==> src/rtl/mem_stage.sv <==
// mem_stage: memory stage of the ARM pipeline, directly downstream of Exec.
// Owns the EX/MEM and MEM/WB pipeline registers and drives a variable-latency
// data-memory req/ready port. The upstream pipe stalls during wait states.
// Each access aborts after TIMEOUT wait cycles.
//
// Ports:
//   clk, reset                  clock (rising edge), async active-low reset
//   flushM                      bubble the instruction entering EX/MEM
//   PCSrcE..MemtoRegE           condition-gated controls from Exec
//   ALUResultE, WriteDataE      address / ALU result and store data from Exec
//   WriteAddrE                  destination register
//   stallM                      hold upstream stages and EX/MEM this cycle
//   ALUResultM, WriteAddrM,
//   RegWriteM                   EX/MEM contents for forwarding / hazard unit
//   dmem_*                      data-memory request port
//   PCSrcW..WriteAddrW          MEM/WB contents
//   ResultW                     writeback value (load data or ALU result)
//   mem_err                     sticky flag for a timeout or misaligned access
module mem_stage #(
   parameter int unsigned TIMEOUT   = 255,
   parameter logic [31:0] BAD_RDATA = 32'hDEADBEEF
) (
   input  logic        clk,
   input  logic        reset,
   input  logic        flushM,
   input  logic        PCSrcE,
   input  logic        RegWriteE,
   input  logic        MemWriteE,
   input  logic        MemtoRegE,
   input  logic [31:0] ALUResultE,
   input  logic [31:0] WriteDataE,
   input  logic [3:0]  WriteAddrE,
   output logic        stallM,
   output logic [31:0] ALUResultM,
   output logic [3:0]  WriteAddrM,
   output logic        RegWriteM,
   output logic        dmem_req,
   output logic        dmem_we,
   output logic [31:0] dmem_addr,
   output logic [31:0] dmem_wdata,
   input  logic [31:0] dmem_rdata,
   input  logic        dmem_ready,
   output logic        PCSrcW,
   output logic        RegWriteW,
   output logic        MemtoRegW,
   output logic [31:0] ReadDataW,
   output logic [31:0] ALUOutW,
   output logic [3:0]  WriteAddrW,
   output logic [31:0] ResultW,
   output logic        mem_err
);

   localparam logic [15:0] TimeoutCnt = 16'(TIMEOUT);

   typedef enum logic {StIdle, StWait} state_t;

   state_t      state_q, state_d;
   logic [15:0] wcnt_q, wcnt_d;

   logic        PCSrcM, MemWriteM, MemtoRegM;
   logic [31:0] WriteDataM;

   logic ld, st, acc;
   logic timeout_hit, abort;

   // A load whose condition failed arrives with RegWrite cleared and never issues.
   assign ld  = MemtoRegM & RegWriteM;
   assign st  = MemWriteM;
   assign acc = ld | st;

   // ---------------- FSM: state register ----------------
   always_ff @(posedge clk or negedge reset) begin
      if (!reset) begin
         state_q <= StIdle;
         wcnt_q  <= '0;
      end else begin
         state_q <= state_d;
         wcnt_q  <= wcnt_d;
      end
   end

   // ---------------- FSM: next state ----------------
   always_comb begin
      state_d = state_q;
      wcnt_d  = wcnt_q;
      unique case (state_q)
         StIdle: begin
            if (acc && !dmem_ready) begin
               state_d = StWait;
               wcnt_d  = 16'd1;
            end
         end
         StWait: begin
            // ready has priority over the timeout count
            if (!acc || dmem_ready || timeout_hit) begin
               state_d = StIdle;
               wcnt_d  = '0;
            end else begin
               wcnt_d = 16'(wcnt_q + 16'd1);
            end
         end
         default: begin
            state_d = StIdle;
            wcnt_d  = '0;
         end
      endcase
   end

   // ---------------- FSM: outputs ----------------
   always_comb begin
      timeout_hit = (state_q == StWait) && (wcnt_q == TimeoutCnt);
      abort       = acc && !dmem_ready && timeout_hit;
      stallM      = acc && !dmem_ready && !timeout_hit;
      dmem_req    = acc;
      dmem_we     = st;
      dmem_addr   = {ALUResultM[31:2], 2'b00};
      dmem_wdata  = WriteDataM;
   end

   // ---------------- EX/MEM ----------------
   // Stall takes priority over flush so a stalled access always completes.
   always_ff @(posedge clk or negedge reset) begin
      if (!reset) begin
         PCSrcM     <= 1'b0;
         RegWriteM  <= 1'b0;
         MemWriteM  <= 1'b0;
         MemtoRegM  <= 1'b0;
         ALUResultM <= '0;
         WriteDataM <= '0;
         WriteAddrM <= '0;
      end else if (!stallM) begin
         if (flushM) begin
            PCSrcM     <= 1'b0;
            RegWriteM  <= 1'b0;
            MemWriteM  <= 1'b0;
            MemtoRegM  <= 1'b0;
            ALUResultM <= '0;
            WriteDataM <= '0;
            WriteAddrM <= '0;
         end else begin
            PCSrcM     <= PCSrcE;
            RegWriteM  <= RegWriteE;
            MemWriteM  <= MemWriteE;
            MemtoRegM  <= MemtoRegE;
            ALUResultM <= ALUResultE;
            WriteDataM <= WriteDataE;
            WriteAddrM <= WriteAddrE;
         end
      end
   end

   // ---------------- MEM/WB ----------------
   always_ff @(posedge clk or negedge reset) begin
      if (!reset) begin
         PCSrcW     <= 1'b0;
         RegWriteW  <= 1'b0;
         MemtoRegW  <= 1'b0;
         ReadDataW  <= '0;
         ALUOutW    <= '0;
         WriteAddrW <= '0;
      end else if (stallM) begin
         PCSrcW    <= 1'b0;
         RegWriteW <= 1'b0;
         MemtoRegW <= 1'b0;
      end else begin
         PCSrcW     <= PCSrcM;
         RegWriteW  <= RegWriteM;
         MemtoRegW  <= MemtoRegM;
         ALUOutW    <= ALUResultM;
         WriteAddrW <= WriteAddrM;
         if (!ld)        ReadDataW <= '0;
         else if (abort) ReadDataW <= BAD_RDATA;
         else            ReadDataW <= dmem_rdata;
      end
   end

   assign ResultW = MemtoRegW ? ReadDataW : ALUOutW;

   // ---------------- sticky error ----------------
   always_ff @(posedge clk or negedge reset) begin
      if (!reset) begin
         mem_err <= 1'b0;
      end else if (abort || (acc && (ALUResultM[1:0] != 2'b00))) begin
         mem_err <= 1'b1;
      end
   end

endmodule

==> config.mk <==
export PLATFORM = sky130hd
export DESIGN_NAME = mem_stage
export DESIGN_NICKNAME = d
export VERILOG_FILES = /design/src/rtl/mem_stage.sv
export SDC_FILE = /design/constraint.sdc
export NUM_CORES = 1
export LEC_CHECK = 0
export ABC_CLOCK_PERIOD_IN_PS = 2700
export BUFFER_PORTS_ARGS = -buffer_cell sky130_fd_sc_hd__buf_2
export CORE_MARGIN = 2
export CORE_UTILIZATION = 48
export DETAILED_ROUTE_END_ITERATION = 12
export PLACE_DENSITY = 0.87
export SKIP_CTS_REPAIR_TIMING = 1
export SYNTH_ARGS = -nofsm -noshare
export SYNTH_HDL_FRONTEND = slang
export SYNTH_SLANG_ARGS = --single-unit
==> constraint.sdc <==
create_clock -name clk -period 2.7 [get_ports clk]
set_clock_uncertainty 0.2 [all_clocks]
set_input_delay 0.405 -clock clk [delete_from_list [all_inputs] [get_ports clk]]
set_output_delay 0.405 -clock clk [all_outputs]
set_load 0.01 [all_outputs]
Yosys cells after proc, flatten, opt, wreduce, memory -nomap -nowiden
Cells that the tools add are included.

word-level totals
  latch bits = 0
  output and inout port bits = 208
  flip-flop bits (word level) = 161
  memories kept = 0
  RAM bits = 0
  bits of input ports = 108
  logic and storage cells = 53
  ROM bits = 0

cells by class
  shift operators = 0
  equal/unequal tests = 2
  $lt $le $gt $ge = 0
  multiplexer cells = 19
  multipliers = 0
  reductions and logical operators = 12
  divide/modulo/power cells = 0
  bitwise logic cells = 3
  add/subtract/negate cells = 1

operators with widths
  operator                                        number
  two-way mux 32 bit                              5
  two-way mux 16 bit                              2
  one-hot mux 16 bit (2 select lines)             1
  adder 16 x 1 -> 16 bit, second input constant   1
  == test 16 x 8 -> 1 bit, second input constant  1
  two-way mux 1 bit                               9
  logical AND 1 bit                               5
  two-way mux 4 bit                               1
  zero test 1 bit                                 3
  logical OR 1 bit                                3
  != test 2 bit, second input constant            1
  one-hot mux 1 bit (2 select lines)              1
  nonzero test 2 bit                              1
  bitwise AND 1 bit                               1
  inverter 1 bit                                  1
  OR 1 bit                                        1

Depth between registers and ports, before layout
  depth in word-level cells = 7
  mapped depth = 9
  gate-level depth less buffers = 7

Least setup slack after synthesis
Ideal clock, no wire load.

  path kind = register -> output
  start point = register wcnt_q[0]
  end point = output port stallM
  data required time = 2.095 ns
  path buffers = 1
  slack = 0.514 ns
  data arrival time = 1.581 ns
  stages on the path, launching flop included = 7
  path through = dfrtp_1 -> ha_1 -> nand3_1 -> or3_1 -> o21ai_4 -> inv_2 -> clkbuf_1

between the ends
  longest elaborated chain between the ends = 4

RTL lines
  element                  RTL line  source
  from (decl)              58        logic [15:0] wcnt_q, wcnt_d;
  from (signal assigned)   78        wcnt_q <= wcnt_d;
  == test 16 x 8 -> 1 bit  111       timeout_hit = (state_q == StWait) && (wcnt_q == TimeoutCnt);
  logical AND 1 bit        111
  zero test 1 bit          113       stallM = acc && !dmem_ready && !timeout_hit;
  logical AND 1 bit        113
  to (decl)                33        output logic stallM,

No other way between the ends.

Worst setup path in the final report
  start point = register wcnt_q[1]
  end point = output port stallM

Same word-level chain as after synthesis.

==> summary.md <==
| Metric | Value |
|---|---|
| Status | `completed` |
| CP Class | `reg2out` |
| Initial Utilization | `0.484` |
| Area growth, synth to finish | `30.8%` |
| Die W | `127 microns` |
| FP Rows | `45` |
| Fraction of registers with async set/reset | `1.00` |
| Reg2reg path depth | `9` |
| CTS tree | `built` |
| Gpl congestion | `between 0.9 and 1` |
| Iteration-0 DRC Markers | `432` |
| Overall power | `between 6 and 7 mW` |
| Max-slew violation count | `0` |
| Wire per inst | `15.9 microns` |
| Post-synth EDFFs | `0` |
| Htree depth | `4` |
| Final core utilization | `0.633` |
| DR vias | `between 6000 and 7000` |
| Design area | `between 9000 and 10000 sq um` |
| Number of global-route vias before repair | `roughly 6100` |
| Bufs on Longest Clock Path | `2` |
| Simple-gate share of the synthesized area | `0.268` |
| Worst Setup SP | `wcnt_q[1]$_DFFE_PN0P_` |
| Unrepaired setup endpoints after global routing | `false` |
| HP Class | `in2reg` |
| ANT nets after route | `0` |
| Max VDD drop | `approximately 0.38 mV` |
| Final nets | `roughly 1200` |
| Worst Path Arrival | `1.97 ns` |
| I/O Buffers | `~310` |
| WP buf/inv | `2` |
| Top achievable clock speed | `~390 MHz` |
| First-pass GRT wire length | `roughly 31 mm` |
| I/O Pins | `~320` |
| Core box area | `15000 sq um` |
| Seq cells post-synth | `161` |
| Worst path depth | `6` |
| Iteration count of the initial detailed-routing pass | `4` |
| Yosys warns | `0` |
| Slowest cell on crit path | `dfrtp_2` |
| Setup slack, reg-to-reg | `between 0.2 and 0.25 ns` |
| Placed cells | `between 1000 and 1500` |
| Startpoint types | `register` |
| Share of cells above drive strength 1 | `0.386` |
| Dpl hpwl | `approximately 14 mm` |
| Critical Path Max Stage Delay | `0.42 ns` |
| Post-synthesis mux area share | `0.0523` |
| Max FO, Critical Path | `19` |
| Post-synthesis xor/xnor area fraction | `0.00241` |
| Top delay family on crit path | `simple AND/OR/NAND/NOR gates` |
| WL final | `between 15 and 20 mm` |
| Largest family of logic cells by synthesized area | `simple AND/OR/NAND/NOR gates` |
| Pwr/cell area | `between 600 and 700 nW/um^2` |
| Syn_area_per_cell | `9.40 sq um` |
| Crit Reg-Reg Startpoint | `wcnt_q[1]$_DFFE_PN0P_` |
| Worst-Margin Slew | `roughly 0.68 ns` |
| Synth Area in Compound Gates | `0.0571` |
| Final Instance Count excl. Fillers | `~1300` |
| Crit. End Element | `output pin` |
| Tcrit/Tclk final | `0.956` |
| CP Capture Point | `stallM` |
| CTS Sinks | `approximately 160` |
| Worst slew margin | `0.549` |
| Adder-cell area share of the yosys netlist | `0.00172` |
| Pleak | `5.35 nW` |
| Setup TNS | `0 ns` |
| Root buf cell | `clkbuf_16` |
| Initial antenna violation count | `0` |
| Hold Violations, Final | `0` |
| GR Overflow Total | `0` |
| Reg2reg end | `ReadDataW[2]$_DFFE_PN0N_` |
| Syn Inst Count | `between 700 and 800` |
| Placed cell area | `approximately 9000 sq um` |
| CP Cell Sequence | `ha_4 -> nand3_2 -> or3_4 -> o21ai_4 -> inv_6 -> buf_2` |
| DRC | `0` |
| Max-cap viol count | `0` |
| Dominant synthesized flop cell | `dfrtp_1` |
| Clock buffer count from CTS | `17` |
| Final setup viols | `0` |
| Min Tclk post-route | `2.58 ns` |
| Cell variety after synth | `40` |
| WP data required | `between 2 and 2.5 ns` |
| Synth Cell Area | `~7300 sq um` |
| Skew-Pair Late Insertion Delay | `between 0.4 and 0.5 ns` |
| N_diodes | `0` |
| Worst-path clk slew | `0.06 ns` |
| Seq/Total Area, Yosys | `0.554` |
| Die Ht | `~130 microns` |
| GRT Resource Usage Total | `0.245` |
| Largest net degree at the start of global routing | `between 70 and 80` |
| Die ar. | `~16000 sq um` |
| Vias per cell | `5.15` |
where the power goes:
part           internal [mW]  total, mW  switching (mW)
Sequential              2.58       2.73           0.149
Clock                   1.46       2.40           0.936
Combinational          0.413      0.948           0.535
Total                   4.45       6.07            1.62
routing by layer:
layer  track usage  wire [microns]
met1         0.325            8530
met2         0.404            9690
met3        0.0482            1330
met4        0.0899             411
met5             0               0
Yosys cell counts (3+ instances only):
library cell | count | area (sq um)
dfrtp_1 | 161 | 4030
or2_2 | 3 | 18.8
a31oi_1 | 7 | 43.8
nand3b_1 | 72 | 541
nand2_1 | 287 | 1080
mux2_2 | 32 | 360
and3_1 | 4 | 25.0
or3_1 | 3 | 18.8
nor2_1 | 33 | 124
a22o_1 | 10 | 87.6
buf_2 | 24 | 120
nor3_1 | 3 | 15.0
nand4_1 | 3 | 18.8
o21ai_0 | 10 | 50.1
a21oi_1 | 9 | 45.0
o21ai_1 | 20 | 100
buf_1 | 4 | 15.0
nand3_1 | 7 | 35.0
inv_1 | 3 | 11.3
a41oi_1 | 3 | 26.3
clkbuf_1 | 18 | 67.6
and2_1 | 4 | 25.0
buf_4 | 33 | 248
per-stage QoR:
step	hold slack (ns)	setup slack, ns
2_1_floorplan	-0.0906	0.514
6_report	0.00646	0.120
4_1_cts	-0.172	-0.106
5_1_grt	0.00145	0.00301
3_5_place_dp	0.250	0.173
3_3_place_gp	0.245	0.255
kinds of logic (layout without fill, tap and decap cells):
logic type                 Yosys count  after routing
AOI/OAI and AO/OA                   66             66
DFF                                161            161
other                                1              2
xor gates and xnor gates             2              2
muxes                               34             34
and+or+nand+nor                    426            426
buffers and inverters               83            374
adders and majority gates            1              1
flip-flops by register name (all words and copies together) (netlist names):
signal,flops
RegWriteM,1
dmem_we,1
MemtoRegW,1
PCSrcM,1
WriteAddrW,4
MemtoRegM,1
WriteAddrM,4
wcnt_q,16
dmem_wdata,32
ReadDataW,32
state_q,1
ALUOutW,32
ALUResultM,32
mem_err,1
PCSrcW,1
RegWriteW,1
worst min-delay path by stage:
stage | start | to | depth (start not counted) | slack, ns
floorplan | reset | ALUOutW[0]$_DFFE_PN0N_ | 0 | -0.09
global route | dmem_rdata[24] | ReadDataW[24]$_DFFE_PN0N_ | 2 | 0.001
global placement | PCSrcM$_DFFE_PN0N_ | PCSrcM$_DFFE_PN0N_ | 2 | 0.25
detailed placement | dmem_wdata[4]$_DFFE_PN0N_ | dmem_wdata[4]$_DFFE_PN0N_ | 2 | 0.25
finish | dmem_rdata[8] | ReadDataW[8]$_DFFE_PN0N_ | 2 | 0.006
CTS | reset | WriteAddrM[2]$_DFFE_PN0N_ | 1 | -0.17
layout make-up:
class	instances	area [sq um]
clock buffers	24	492
well taps	188	235
flip-flops and latches	161	4030
fillers	1224	5510
repair buffers	338	1830
inverters	4	20.0
clock inverters	8	103
multi-input cells	531	2810
layout by cell type (no fill, tap or decap), types with 3 or more instances in the layout:
| cell type | n |
|---|---|
| and2_1 | 4 |
| and3_1 | 4 |
| nand3b_1 | 72 |
| a41oi_1 | 3 |
| nand4_1 | 3 |
| nor2_1 | 32 |
| clkbuf_8 | 4 |
| a22o_1 | 10 |
| inv_1 | 3 |
| buf_2 | 312 |
| dfrtp_2 | 3 |
| clkbuf_1 | 3 |
| buf_4 | 18 |
| clkbuf_16 | 17 |
| buf_12 | 5 |
| mux2_2 | 32 |
| o21ai_0 | 10 |
| a31oi_1 | 7 |
| nand3_1 | 6 |
| nand2_1 | 287 |
| or2_2 | 3 |
| nor3_1 | 3 |
| dfrtp_1 | 158 |
| o21ai_1 | 20 |
| a21oi_1 | 9 |
Power figures use the tool's default switching activity.
